$ cat config.mk
export PLATFORM = sky130hd
export DESIGN_NAME = cla_adder_pipe
export DESIGN_NICKNAME = d
export VERILOG_FILES = /design/src/rtl/cla_adder_pipe.sv
export SDC_FILE = /design/constraint.sdc
export NUM_CORES = 1
export LEC_CHECK = 0
export BUFFER_PORTS_ARGS = -buffer_cell sky130_fd_sc_hd__buf_2
export CORE_UTILIZATION = 50
export CTS_BUF_LIST = sky130_fd_sc_hd__clkbuf_8
export CTS_CLUSTER_DIAMETER = 100
export DETAILED_ROUTE_END_ITERATION = 10
export PLACE_DENSITY = 0.83
export SETUP_SLACK_MARGIN = 0.15
export SLEW_MARGIN = 40
export SYNTH_ARGS = -nofsm -noshare
export SYNTH_HDL_FRONTEND = slang
export SYNTH_SLANG_ARGS = --single-unit
$ cat constraint.sdc
create_clock -name clk -period 1.93 [get_ports clk]
set_input_delay 0.193 -clock clk [delete_from_list [all_inputs] [get_ports clk]]
set_output_delay 0.193 -clock clk [all_outputs]
set_load 0.1 [all_outputs]
$ cat src/rtl/cla_adder_pipe.sv
// Pipelined carry-lookahead adder: one GROUP-bit lookahead group is resolved per stage, group carry registered between stages.
// Optional signed-overflow output enabled by defining CLA_ADDER_PIPE_OVF_EN.
module cla_adder_pipe #(
  parameter int WIDTH = 16,
  parameter int GROUP = 4
) (
  input  logic             clk,
  input  logic             rst,
  input  logic             in_valid,
  output logic             in_ready,
  input  logic [WIDTH-1:0] a,
  input  logic [WIDTH-1:0] b,
  input  logic             cin,
  output logic             out_valid,
  input  logic             out_ready,
  output logic [WIDTH-1:0] s,
  output logic             cout
`ifdef CLA_ADDER_PIPE_OVF_EN
  ,
  output logic             ovf
`endif
);

  localparam int  GSAFE  = (GROUP > 0) ? GROUP : 1;
  localparam int  NG     = (GROUP > 0 && WIDTH >= GROUP) ? WIDTH / GROUP : 1;
  localparam bit  CFG_OK = (GROUP >= 1) && (WIDTH >= GROUP) && ((WIDTH % GSAFE) == 0);

  if (!CFG_OK) begin : g_bad_cfg
    $error("cla_adder_pipe: WIDTH must be a positive multiple of GROUP (GROUP >= 1)");
  end

  // Returns {carry into group MSB, group carry-out, group sum}; every carry is a flat sum of products.
  function automatic logic [GROUP+1:0] cla_group(input logic [GROUP-1:0] ga,
                                                 input logic [GROUP-1:0] gb,
                                                 input logic             ci);
    logic [GROUP-1:0] p;
    logic [GROUP-1:0] g;
    logic [GROUP:0]   c;
    logic             cc;
    logic             t;
    p    = ga ^ gb;
    g    = ga & gb;
    c    = '0;
    c[0] = ci;
    for (int i = 0; i < GROUP; i++) begin
      cc = ci;
      for (int j = 0; j <= i; j++) cc = cc & p[j];
      for (int j = 0; j <= i; j++) begin
        t = g[j];
        for (int m = j + 1; m <= i; m++) t = t & p[m];
        cc = cc | t;
      end
      c[i+1] = cc;
    end
    return {c[GROUP-1], c[GROUP], p ^ c[GROUP-1:0]};
  endfunction

  // Resolved groups enter at the top and shift down, so after NG stages group 0 sits at bit 0.
  function automatic logic [WIDTH-1:0] place(input logic [GROUP-1:0] gs,
                                             input logic [WIDTH-1:0] prev);
    return (prev >> GROUP) | (WIDTH'(gs) << (WIDTH - GROUP));
  endfunction

  logic [NG-1:0]    vld_p;
  logic [WIDTH-1:0] opa_p [NG];
  logic [WIDTH-1:0] opb_p [NG];
  logic [WIDTH-1:0] sum_p [NG];
  logic [NG-1:0]    cy_p;
  logic [GROUP+1:0] grp   [NG];
  logic             adv;

  assign out_valid = vld_p[NG-1];
  assign adv       = !out_valid | out_ready;
  assign in_ready  = adv;
  assign s         = sum_p[NG-1];
  assign cout      = cy_p[NG-1];

  // Stage 0 resolves group 0 straight from the ports; stage k resolves group k from stage k-1.
  always_comb begin
    grp[0] = cla_group(a[GROUP-1:0], b[GROUP-1:0], cin);
    for (int k = 1; k < NG; k++) begin
      grp[k] = cla_group(opa_p[k-1][GROUP-1:0], opb_p[k-1][GROUP-1:0], cy_p[k-1]);
    end
  end

`ifdef CLA_ADDER_PIPE_OVF_EN
  logic ovf_p;
  assign ovf = ovf_p;
`endif

  always_ff @(posedge clk) begin
    if (rst) begin
      vld_p        <= '0;
      sum_p[NG-1]  <= '0;
      cy_p[NG-1]   <= 1'b0;
`ifdef CLA_ADDER_PIPE_OVF_EN
      ovf_p        <= 1'b0;
`endif
    end else if (adv) begin
      vld_p[0] <= in_valid;
      opa_p[0] <= a >> GROUP;
      opb_p[0] <= b >> GROUP;
      sum_p[0] <= place(grp[0][GROUP-1:0], '0);
      cy_p[0]  <= grp[0][GROUP];
      for (int k = 1; k < NG; k++) begin
        vld_p[k] <= vld_p[k-1];
        opa_p[k] <= opa_p[k-1] >> GROUP;
        opb_p[k] <= opb_p[k-1] >> GROUP;
        sum_p[k] <= place(grp[k][GROUP-1:0], sum_p[k-1]);
        cy_p[k]  <= grp[k][GROUP];
      end
`ifdef CLA_ADDER_PIPE_OVF_EN
      ovf_p <= grp[NG-1][GROUP+1] ^ grp[NG-1][GROUP];
`endif
    end
  end

endmodule

==> flow_metrics.py, run 1 <==
metrics = {
    "route": {
        "viasPerCell": 4.573,
        "dr.first_iter.drc_count": 38,
        "avgRoutedWirePerCell_um": 11.91,
        "firstDrtPassIters": 4,
        "drcViolationCount": 0,
        "ant_nets": 0,
        "num_vias": 1701,
        "wl_mm": 4.429,
    },
    "grt": {
        "gr-total-overflow": 0,
        "grt_usage_pct": 12.51,
        "grt_pass1_wl_mm": 6.886,
        "grt_max_degree": 71,
        "grt_pass1_vias": 1564,
        "grt_antenna_before_repair": 0,
    },
    "finish": {
        "diodes": 0,
        "syn_to_final_growth_pct": 20.71,
        "final_nets": 332,
        "multi_input_area_um2": 797.0,
        "drive_gt1_share_pct": 31.88,
        "seqCellArea_um2": 2836,
        "instances_no_fill": 372,
        "fill_cells": 531,
    },
    "hold_path": {
        "hp-start": "b[14]",
        "hold_path.class": "in2reg",
        "hold_path_depth": 1,
        "min_to": "opb_p[0][10]",
    },
    "worst_setup_path": {
        "critPathMaxStageDelay_ps": 390,
        "reg2reg_slack_ps": 240,
        "worstReg2RegStart": "opa_p[2][0]",
        "startpoint_type": "register",
        "path_buf_inv": 0,
        "setup.worst_path.end_class": "register",
        "path_common_cell": "ha_1",
        "worstPathCellList": "ha_1 > ha_1 > o211a_1 > o21ai_2 > nor3b_2",
        "reg2reg_to": "sum_p[3][15]",
        "path_class": "reg2reg",
        "slowest_stage": "edfxtp_1",
        "crit_path_max_fanout": 2,
        "required_ps": 2120,
        "worstRegToRegCells": 5,
        "crit_arrival_ps": 1880,
        "startpoint": "opa_p[2][0]",
        "crit_family": "adder cells",
    },
    "clocking": {
        "clk_latency_ps": 340,
        "clockBufferDepth": 2,
        "numClockSinks": 96,
        "htreeDepth": 3,
        "tritoncts": "built",
        "cts_buffers": 9,
        "clk_pin_slew_ps": 90,
        "cts_setup_buffers": 0,
        "cts-root-buf": "clkbuf_8",
    },
    "logic_synthesis": {
        "synth_seq_cells": 96,
        "syn_area_um2": 3648,
        "synthFlopType": "edfxtp_1",
        "synth_edf_count": 91,
        "seq_area_frac_synth_pct": 77.64,
        "synth_common_cells": "91 x edfxtp_1, 20 x ha_1, 9 x and2_4, 9 x nand2_1, 9 x nor2_1",
        "syn_inst": 194,
        "syn_avg_cell_area_um2": 18.81,
        "yosys.area.top_type": "edfxtp_1",
        "netlist.area_leader.share_pct": 74.90,
        "ys_top_cells_by_area": "edfxtp_1 75%, ha_1 6.9%, dfxtp_1 2.7%",
        "synth_cell_types": 26,
        "syn_nets": 255,
        "yosys_warnings": 0,
        "async_reset_ff_share_pct": 0,
        "yosysMostFrequentCell": "edfxtp_1",
    },
    "sta": {
        "fin_crit_ps": 1693,
        "setup_ws_ps": 237.4,
        "rsz0062_at_grt": "false",
        "max_slew.worst_pin.slew_ps": 621.6,
        "slew_viol_final": 0,
        "setup_viol": 0,
        "timing.setup.tns_ps": 0,
        "fmax_mhz": 590.8,
        "timing.slew.headroom_pct": 58.56,
        "final-hold-violation-count": 0,
        "final.setup_skew_ps": 10.53,
        "min_period_over_period_pct": 87.70,
    },
    "power_and_ir_drop": {
        "ir_worst_vdd_v": 0.0004444,
        "powerDensity_nw_per_um2": 1021,
        "p_leak_uw": 0.001773,
    },
    "floorplan": {
        "rows": 30,
        "core_um2": 6907,
        "die_area_um2": 7642,
        "initial_utilization_pct": 52.83,
        "chipHeight_um": 87.42,
        "die_x_um": 87.42,
        "ios": 56,
    },
    "placement": {
        "pre_cts_slack_ps": 107.4,
        "dp_hpwl_mm": 2.898,
        "place_inst": 345,
        "io_buffers": 55,
        "gp_congestion": 0.7341,
    },
    "run_status": {
        "outcome": "finished, final reports clean",
    },
    "flow_run": {
        "max-cap-violations": 0,
    },
}
==> metal layers <==
metal / wire length, um / share of wire (%) / global-route usage [%]
met5: 0 / 0 / 0
met4: 71 / 1.6 / 7.004
met1: 1941 / 44 / 14.91
met3: 223 / 5.0 / 3.791
met2: 2193 / 50 / 20.31
==> report_power, final <==
part	internal (uW)	leakage (uW)	total [uW]	switching, uW
clock	729	0.000103	1380	649
combinational	179	0.000710	600	421
sequential	2470	0.000960	2520	46.7
==> metrics by stage <==
stage | util [%] | hold WS (ps) | power (uW) | area (um^2)
3_3_place_gp | 58.79 | 369.4 | 3124 | 4060
6_report | 63.77 | 22.56 | 4499 | 4404
3_5_place_dp | 58.79 | 371.1 | 3147 | 4060
2_1_floorplan | - | 255.7 | 3020 | 3664
5_1_grt | 63.77 | 1.899 | 4679 | 4404
4_1_cts | 62.05 | 2.880 | 4514 | 4285
==> placed cells by master (no fill, tap or decap), types with 2 or more instances in the layout <==
cell,count
fa_1,4
xnor2_1,3
xor2_1,7
and2_4,9
and2_1,3
buf_2,55
bufinv_16,2
o21a_1,5
nand2_1,9
nor3_1,2
a21oi_1,6
o211ai_1,3
ha_1,20
dlygate4sd3_1,11
edfxtp_1,91
clkinv_4,2
a21o_1,4
inv_1,3
clkbuf_8,9
clkinvlp_4,2
nor2_1,9
dfxtp_1,4
==> flip-flops by register name, indices dropped and copies added (netlist names) <==
register,count
vld_p,4
cy_p,4
opb_p,24
opa_p,24
sum_p,40
==> worst max path at each step <==
| stage | end | slack, ps | depth (start not counted) |
|---|---|---|---|
| 2_1_floorplan | sum_p[3][10] | 160 | 6 |
| 3_3_place_gp | sum_p[3][15] | 300 | 5 |
| 3_5_place_dp | sum_p[3][15] | 110 | 5 |
| 4_1_cts | sum_p[3][15] | 190 | 5 |
| 5_1_grt | sum_p[3][15] | 150 | 5 |
| 6_report | sum_p[3][15] | 240 | 5 |
==> what timing repair did <==
item,in CTS,in global routing
setup endpoints to repair,1,1
resized for setup,2,2
pin swaps,0,1
hold buffers,0,11
hold endpoints to repair,0,11
==> kinds of logic (layout without fill, tap and decap cells) <==
logic type	Yosys count	in the layout	synth area share, %
flops	96	96	77.64
simple gates	37	37	6.104
fa+ha+maj	24	24	9.054
compound gates	21	21	3.910
xor+xnor	10	10	2.401
buf+inv	6	88	0.8916
==> final cells by class <==
cell class	count	area share (%)
tap	96	2.727
timing repair buffer	67	9.205
inverter	5	0.5682
multi-input combinational	92	18.10
clock buffer	9	2.813
sequential	96	64.40
clock inverter	7	2.188
(Power assumes the default switching activity.)
==> run 2, diff against run 1 <==
- CORE_UTILIZATION: 50 -> 55
- PLACE_DENSITY: 0.83 -> 0.89
==> run 2 against run 1 <==
Effect of this change:
- routed wire length is 11% higher
- sequential power about the same
- final cell count fell by 1.3%
- utilization up 6.8 points
- combinational power is 4.8% higher
- register-to-register slack improved by 20 ps
- maximum frequency up 1.5%
- via count rose by 5.8%
- sequential cell count unchanged
- die area shrank 8.9%
- global-route usage grew 2.7 points
- non-clock buffer count grew 14
- largest power group unchanged
- highest routed layer unchanged
==> flow_metrics.py, run 2 (same netlist as run 1, synthesis figures left out) <==
metrics = {
    "run_status": {
        "outcome": "finished, final reports clean",
    },
    "route": {
        "firstDrtPassIters": 4,
        "ant_nets": 0,
        "dr.first_iter.drc_count": 73,
        "viasPerCell": 4.905,
        "drcViolationCount": 0,
        "num_vias": 1800,
        "avgRoutedWirePerCell_um": 13.43,
        "wl_mm": 4.930,
    },
    "grt": {
        "grt_pass1_wl_mm": 7.845,
        "grt_max_degree": 42,
        "grt_usage_pct": 15.21,
        "gr-total-overflow": 0,
        "grt_pass1_vias": 1753,
        "grt_antenna_before_repair": 0,
    },
    "floorplan": {
        "chipHeight_um": 83.45,
        "rows": 29,
        "die_area_um2": 6963,
        "initial_utilization_pct": 57.13,
        "core_um2": 6386,
        "ios": 56,
        "die_x_um": 83.45,
    },
    "clocking": {
        "cts_buffers": 9,
        "cts-root-buf": "clkbuf_8",
        "clockBufferDepth": 2,
        "clk_latency_ps": 360,
        "clk_pin_slew_ps": 90,
        "tritoncts": "built",
        "numClockSinks": 96,
        "htreeDepth": 3,
    },
    "sta": {
        "slew_viol_final": 0,
        "max_slew.worst_pin.slew_ps": 613.5,
        "timing.slew.headroom_pct": 59.10,
        "fmax_mhz": 599.5,
        "rsz0062_at_grt": "false",
        "setup_viol": 0,
        "fin_crit_ps": 1668,
        "min_period_over_period_pct": 86.43,
        "whs_ps": 16.22,
        "timing.setup.tns_ps": 0,
        "final-hold-violation-count": 0,
        "final.setup_skew_ps": 15.10,
    },
    "finish": {
        "final_cell_mix": "91 x edfxtp_1, 55 x buf_2, 22 x dlygate4sd3_1",
        "diodes": 0,
        "top_regs": "sum_p (40), opa_p (24), opb_p (24)",
        "multi_input_area_um2": 787.0,
        "syn_to_final_growth_pct": 23.46,
        "drive_gt1_share_pct": 31.03,
        "final_nets": 346,
        "largest_register_ffs": 40,
        "fill_cells": 391,
        "seqCellArea_um2": 2836,
        "final_common_cell": "edfxtp_1",
        "largest-register": "sum_p",
    },
    "power_and_ir_drop": {
        "switchingPower_uw": 1179,
        "p_leak_uw": 0.001838,
        "pwr-share-seq_pct": 56.3,
        "p_sw_share_pct": 26.34,
        "p_int_uw": 3298,
        "powerDensity_nw_per_um2": 994.1,
        "combPwrFrac_pct": 14.1,
        "ir_worst_vdd_v": 0.0006306,
        "clockPowerShare_pct": 29.6,
    },
    "worst_setup_path": {
        "setup.worst_path.end_class": "register",
        "path_common_cell": "ha_1",
        "worstPathCellList": "ha_1 > ha_1 > o211ai_1 > nand2_1 > a21o_1",
        "path_class": "reg2reg",
        "path_buf_inv": 0,
        "crit_path_max_fanout": 2,
        "worstReg2RegStart": "opa_p[1][0]",
        "reg2reg_to": "cy_p[2]",
        "worstRegToRegCells": 5,
        "critPathMaxStageDelay_ps": 430,
        "crit_family": "adder cells",
        "required_ps": 2050,
        "startpoint_type": "register",
        "slowest_stage": "edfxtp_1",
        "crit_arrival_ps": 1780,
        "reg2reg_slack_ps": 260,
    },
    "placement": {
        "gp_congestion": 0.7245,
        "io_buffers": 55,
        "dp_hpwl_mm": 3.202,
    },
    "hold_path": {
        "min_to": "opa_p[0][5]",
        "hold_path_depth": 1,
        "hp-start": "a[9]",
        "hold_path.class": "in2reg",
    },
    "flow_run": {
        "max-cap-violations": 0,
    },
}
run 2: area by class of cell:
cell class,count,share of cell area [%]
Inverter,5,0.5556
Clock inverter,7,1.889
Clock buffer,9,2.750
Sequential cell,96,62.97
Tap cell,77,2.139
Multi-Input combinational cell,92,17.47
Timing Repair Buffer,81,12.22
run 2: power groups by stage:
stage	registers (uW)	logic [uW]	clock network, uW
finish	2520	629	1330
floorplan	2820	204	0
detailed placement	2570	590	0
CTS	2520	622	1360
global placement	2560	567	0
global route	2540	671	1430
run 2: routing by layer:
metal / wire [um] / vias to the layer above / GRT usage (%)
li1: - / 907 / -
met1: 2025 / 825 / 17.68
met2: 2517 / 56 / 25.11
met3: 245 / 12 / 5.169
met4: 141 / 0 / 8.012
met5: 0 / - / 0
run 2: how the worst max path moves through the flow:
stage                 from      endpoint  slack [ps]  cells after the start
2_1_floorplan     vld_p[3]  sum_p[3][10]         160                      6
3_3_place_gp   opa_p[2][0]  sum_p[3][15]         310                      5
3_5_place_dp   opa_p[2][0]  sum_p[3][15]         240                      5
4_1_cts        opa_p[2][0]  sum_p[3][15]         210                      5
5_1_grt        opa_p[2][0]  sum_p[3][15]         150                      5
6_report       opa_p[1][0]       cy_p[2]         260                      5
run 2: worst reg2reg max path: stages (launching register included):
cell and delay [ps]:
edfxtp_1 430, ha_1 320, ha_1 210, o211ai_1 170, nand2_1 110, a21o_1 190
run 2: timing repair:
action                                  4_1_cts  5_1_grt
endpoints found under the setup margin        0        2
gates resized for setup                       0        2
setup buffers                                 0        1
hold buffers                                 19        3
hold endpoints to repair                     19        3
run 2: through the flow:
| stage | total power [uW] | instance area [um^2] | util, % | instances | worst slack, ps |
|---|---|---|---|---|---|
| floorplan | 3020 | 3664 | - | 194 | 158.8 |
| global placement | 3129 | 4064 | 63.64 | 328 | 306.8 |
| detailed placement | 3161 | 4064 | 63.64 | 328 | 236.7 |
| CTS | 4501 | 4463 | 69.89 | 363 | 214.0 |
| global route | 4640 | 4504 | 70.53 | 367 | 149.1 |
| finish | 4478 | 4504 | 70.53 | 367 | 261.9 |
